### src/rtl/regfile_pkg.sv
// rtl/regfile_pkg.sv - shared defaults, types and constants for the pipelined register file
package regfile_pkg;

    localparam int XLEN_DEFAULT  = 32;
    localparam int NREGS_DEFAULT = 32;

    typedef logic [4:0]  reg_addr_t;
    typedef logic [31:0] xword_t;

    localparam reg_addr_t ZERO_REG = 5'd0;

endpackage

### src/rtl/regfile_scoreboard.sv
// rtl/regfile_scoreboard.sv - per-register busy bits with reserve-over-writeback priority
module regfile_scoreboard
    import regfile_pkg::*;
#(
    parameter int NREGS = NREGS_DEFAULT,
    parameter int AW    = $clog2(NREGS)
) (
    input  logic             clk,
    input  logic             rst,
    input  logic             rsv_en,
    input  logic [AW-1:0]    rsv_addr,
    input  logic             wen,
    input  logic [AW-1:0]    rd,
    output logic [NREGS-1:0] busy_next
);

    logic [NREGS-1:0] busy;

    // Next-state: a new reservation beats a completing writeback; x0 is never busy
    always_comb begin
        for (int r = 0; r < NREGS; r++) begin
            busy_next[r] = busy[r];
            if (wen && rd == AW'(r)) begin
                busy_next[r] = 1'b0;
            end
            if (rsv_en && rsv_addr == AW'(r)) begin
                busy_next[r] = 1'b1;
            end
        end
        busy_next[0] = 1'b0;
    end

    // Busy state; reset discards every outstanding reservation
    always_ff @(posedge clk) begin
        if (rst) begin
            busy <= '0;
        end else begin
            busy <= busy_next;
        end
    end

endmodule

### src/rtl/regfile_sb.sv
// rtl/regfile_sb.sv - register file with registered read ports, write-first bypass, stall and busy scoreboard
module regfile_sb
    import regfile_pkg::*;
#(
    parameter int XLEN     = XLEN_DEFAULT,
    parameter int NREGS    = NREGS_DEFAULT,
    parameter int NUM_READ = 2,
    parameter int AW       = $clog2(NREGS)
) (
    input  logic                     clk,
    input  logic                     rst,
    input  logic                     rd_en,
    input  logic [NUM_READ*AW-1:0]   rs_addr,
    output logic [NUM_READ*XLEN-1:0] rs_data,
    output logic [NUM_READ-1:0]      rs_busy,
    input  logic                     wen,
    input  logic [AW-1:0]            rd,
    input  logic [XLEN-1:0]          rd_data,
    input  logic                     rsv_en,
    input  logic [AW-1:0]            rsv_addr
);

    logic [XLEN-1:0]  regs [NREGS];
    logic [NREGS-1:0] busy_next;
    logic             wr_live;

    // A write to x0 is dropped everywhere, including the bypass path
    assign wr_live = wen && (rd != '0);

    regfile_scoreboard #(
        .NREGS (NREGS),
        .AW    (AW)
    ) u_scoreboard (
        .clk       (clk),
        .rst       (rst),
        .rsv_en    (rsv_en),
        .rsv_addr  (rsv_addr),
        .wen       (wen),
        .rd        (rd),
        .busy_next (busy_next)
    );

    // Data array; x0 is only ever written by reset so it stays zero
    always_ff @(posedge clk) begin
        if (rst) begin
            for (int r = 0; r < NREGS; r++) begin
                regs[r] <= '0;
            end
        end else if (wr_live) begin
            regs[rd] <= rd_data;
        end
    end

    for (genvar i = 0; i < NUM_READ; i++) begin : g_read
        logic [AW-1:0]   addr;
        logic [XLEN-1:0] data_d;
        logic [XLEN-1:0] data_q;
        logic            busy_q;

        assign addr = rs_addr[i*AW +: AW];

        // Write-first: an in-flight write to the addressed register is forwarded
        always_comb begin
            data_d = regs[addr];
            if (wr_live && rd == addr) begin
                data_d = rd_data;
            end
            if (addr == '0) begin
                data_d = '0;
            end
        end

        // Registered read port; rd_en low freezes both data and busy
        always_ff @(posedge clk) begin
            if (rst) begin
                data_q <= '0;
                busy_q <= 1'b0;
            end else if (rd_en) begin
                data_q <= data_d;
                busy_q <= busy_next[addr];
            end
        end

        assign rs_data[i*XLEN +: XLEN] = data_q;
        assign rs_busy[i]              = busy_q;
    end

endmodule

### config.mk
export PLATFORM = sky130hd
export DESIGN_NAME = regfile_sb
export DESIGN_NICKNAME = d
export VERILOG_FILES = /design/src/rtl/regfile_pkg.sv /design/src/rtl/regfile_scoreboard.sv /design/src/rtl/regfile_sb.sv
export SDC_FILE = /design/constraint.sdc
export NUM_CORES = 2
export LEC_CHECK = 0
export CAP_MARGIN = 20
export CORE_MARGIN = 2
export CORE_UTILIZATION = 58
export DETAILED_ROUTE_END_ITERATION = 16
export DONT_BUFFER_PORTS = 1
export GPL_TIMING_DRIVEN = 0
export PLACE_DENSITY_LB_ADDON = 0.25
export SLEW_MARGIN = 10
export SYNTH_ARGS = -nofsm -noshare
export SYNTH_HDL_FRONTEND = slang
export SYNTH_SLANG_ARGS = --single-unit
### constraint.sdc
create_clock -name clk -period 2.6 [get_ports clk]
set_clock_uncertainty 0.05 [all_clocks]
set_input_delay 0.52 -clock clk [delete_from_list [all_inputs] [get_ports clk]]
set_output_delay 0.52 -clock clk [all_outputs]
set_load 0.02 [all_outputs]
==> flow_metrics.env <==
export IMPL_maxCapViolCount=0
export IMPL_power_density_mw_per_mm2=667
export IMPL_htreeDepth=3
export IMPL_fmax_ghz=0.355
export IMPL_status="finished with violations"
export IMPL_start_util_pct=58.5
export IMPL_cts_buffers=115
export IMPL_synth_distinct_cells=59
export IMPL_hp_class="in -> reg"
export IMPL_setup_viol=157
export IMPL_slew_headroom_pct=10.2
export IMPL_violations="negative hold slack, negative setup slack"
export IMPL_endpoint_kind="register"
export IMPL_avgRoutedWirePerCell_um=44.4
export IMPL_drv_slew=0
export IMPL_min_period_over_period_pct=108
export IMPL_cts_max_path_buffers=3
export IMPL_area_delta_synth_final_pct=14.8
export IMPL_worst_ep_arrival_time_ps=3380
export IMPL_syn_inst=3737
export IMPL_ys_ff_latch=1121
export IMPL_layout_setup_ws_ps=-214
export IMPL_placedInstanceArea_mm2=0.0611
export IMPL_final_util_pct=67.2
export IMPL_syn_area_per_cell_um2=15.7
export IMPL_p_leak_nw=23.4
export IMPL_cts_sinks=1121
export IMPL_start_kind="primary input"
export IMPL_hpwl_um=155000
export IMPL_critPathMaxStageDelay_ps=990
export IMPL_path_buf_inv=2
export IMPL_drc_errors=0
export IMPL_ctsRootBufferMaster="clkbuf_16"
export IMPL_gp_congestion=1.02
export IMPL_cts_tree="done"
export IMPL_worstPathRequired_ps=3170
export IMPL_tightestPinTransition_ps=1350
export IMPL_path_cells="clkbuf_2 -> clkbuf_1 -> mux4_2 -> nand2_1 -> nand3_1 -> a22o_1"
export IMPL_final_nets=4103
export IMPL_clk_pin_slew_worst_paths_ps=60
export IMPL_synth_yosys_warnings=0
export IMPL_grt_pass1_vias=39200
export IMPL_firstDrtPassIters=8
export IMPL_drive_gt1_share_pct=30.0
export IMPL_fill_cells=6630
export IMPL_grt_pass1_wl_um=318000
export IMPL_multi_input_area_mm2=0.0250
export IMPL_final_common_cell="edfxtp_1"
export IMPL_post_route_cell_area_mm2=0.0673
export IMPL_grt_overflow=0
export IMPL_final_cell_mix="edfxtp_1 (1024), and2_1 (993), mux4_2 (644)"
export IMPL_dr_total_vias=42500
export IMPL_finalCriticalPeriod_ps=2810
export IMPL_crit_family="buffers and inverters"
export IMPL_synthArstFlopShare_pct=0
export IMPL_vias_per_cell=7.80
export IMPL_seq_area_frac_synth_pct=55.8
export IMPL_slowest_stage="clkbuf_1"
export IMPL_ios=123
export IMPL_ir_worst_vdd_mv=0.636
export IMPL_grt_max_degree=33
export IMPL_coreArea_mm2=0.100
export IMPL_worstSkewPairLatency_ps=760
export IMPL_p_total_mw=44.9
export IMPL_synth_edff_count=1024
export IMPL_die_area_mm2=0.104
export IMPL_die_h_um=322
export IMPL_antenna_found_initial=22
export IMPL_yosys_most_used_dff="edfxtp_1"
export IMPL_num_rows=116
export IMPL_setup_tns_ps=-9490
export IMPL_hold_viol=4
export IMPL_whs_ps=-23.5
export IMPL_ant_nets=0
export IMPL_crit_fanout=10
export IMPL_seqCellArea_mm2=0.0327
export IMPL_worst_setup_path_type="in -> reg"
export IMPL_totalWireLength_um=242000
export IMPL_track_usage_pct=46.5
export IMPL_die_x_um=322
export IMPL_syn_area_mm2=0.0586
export IMPL_rsz0062_at_grt="yes"
export IMPL_portBuffers=0
export IMPL_drt_iter0_drc=9573
-- synthesized netlist by cell type (all sizes together) (19+ instances only) --
cell    number  area [µm²]
o21ai       46         230
mux2i       21         210
buf         80         423
nand3       46         230
dfxtp       97        1940
edfxtp    1024       30700
or2         32         200
mux4       644       14500
a22o        33         289
and2       993        6210
nand2       88         330
o21a        44         330
mux2        19         214
clkbuf     320        1200
a21oi       33         169
nor2        78         293
-- cell type report --
cell class | count | area share [%]
clock inverter | 57 | 0.998
buffer | 399 | 3.02
inverter | 4 | 0.0223
timing repair buffer | 137 | 3.10
tap | 1298 | 2.41
sequential | 1121 | 48.6
multi-input combinational | 2268 | 37.1
antenna | 14 | 0.0520
clock buffer | 157 | 4.75
-- state kept, by name (all words and copies together) (netlist names) --
name,flops
g_read.busy_q,2
g_read.data_q,64
regs,1024
u_scoreboard.busy,31
-- worst register-to-register path: stages, from the launching register on --
cell      delay, ps
edfxtp_1        410
mux4_2          500
mux4_2          540
mux2_2          370
a222oi_1        280
nor2_1           90
-- worst paths after layout --
check	end	slack [ps]	cells past startpoint	from
setup / recovery	g_read[0].data_q[11]	-210	6	rs_addr[4]
setup reg to reg	g_read[1].data_q[9]	210	5	regs[7][9]
hold reg to reg	g_read[1].busy_q	450	2	g_read[1].busy_q
hold / removal	g_read[0].data_q[29]	-20	2	rd_data[29]
-- kinds of logic (layout without fill, tap and decap cells) --
kind of cell / after synthesis / in the layout / synth area share (%)
AO/OA/AOI/OAI: 215 / 215 / 2.59
XOR/XNOR: 10 / 10 / 0.149
buffers and inverters: 404 / 754 / 2.80
flip-flops: 1121 / 1121 / 55.8
multiplexers: 684 / 684 / 25.5
other: 1 / 46 / 0.00640
AND/OR/NAND/NOR: 1302 / 1327 / 13.2
-- report_power, final --
group | switching (mW) | leakage (nW) | internal, mW
combinational | 3.53 | 11.0 | 2.58
clock | 7.38 | 1.90 | 10.1
sequential | 0.677 | 10.5 | 20.7
total | 11.6 | 23.4 | 33.3
-- routing by layer --
metal  routed length, µm  GRT usage, %  vias to the layer above
met5                 758          5.20                        -
met4               21800          30.3                       31
met3               50100          27.7                     1270
met2               97400          62.5                     5062
met1               72200          55.8                    21100
li1                    -             -                    15100
-- through the flow --
step / setup WS [ps] / std cells
2_1_floorplan: 3.28 / 3768
3_3_place_gp: -2100 / 5066
3_5_place_dp: -1860 / 5094
4_1_cts: -326 / 5389
5_1_grt: -61.3 / 5446
6_report: -214 / 5455
-- timing repair --
item,4_1_cts,5_1_grt
endpoints found under the hold margin,69,4
setup buffers,27,43
gates cloned,22,3
hold buffers,32,4
setup endpoints to repair,1788,1902
pin swaps,20,6
resized for setup,142,128
Power figures use the tool's default switching activity.
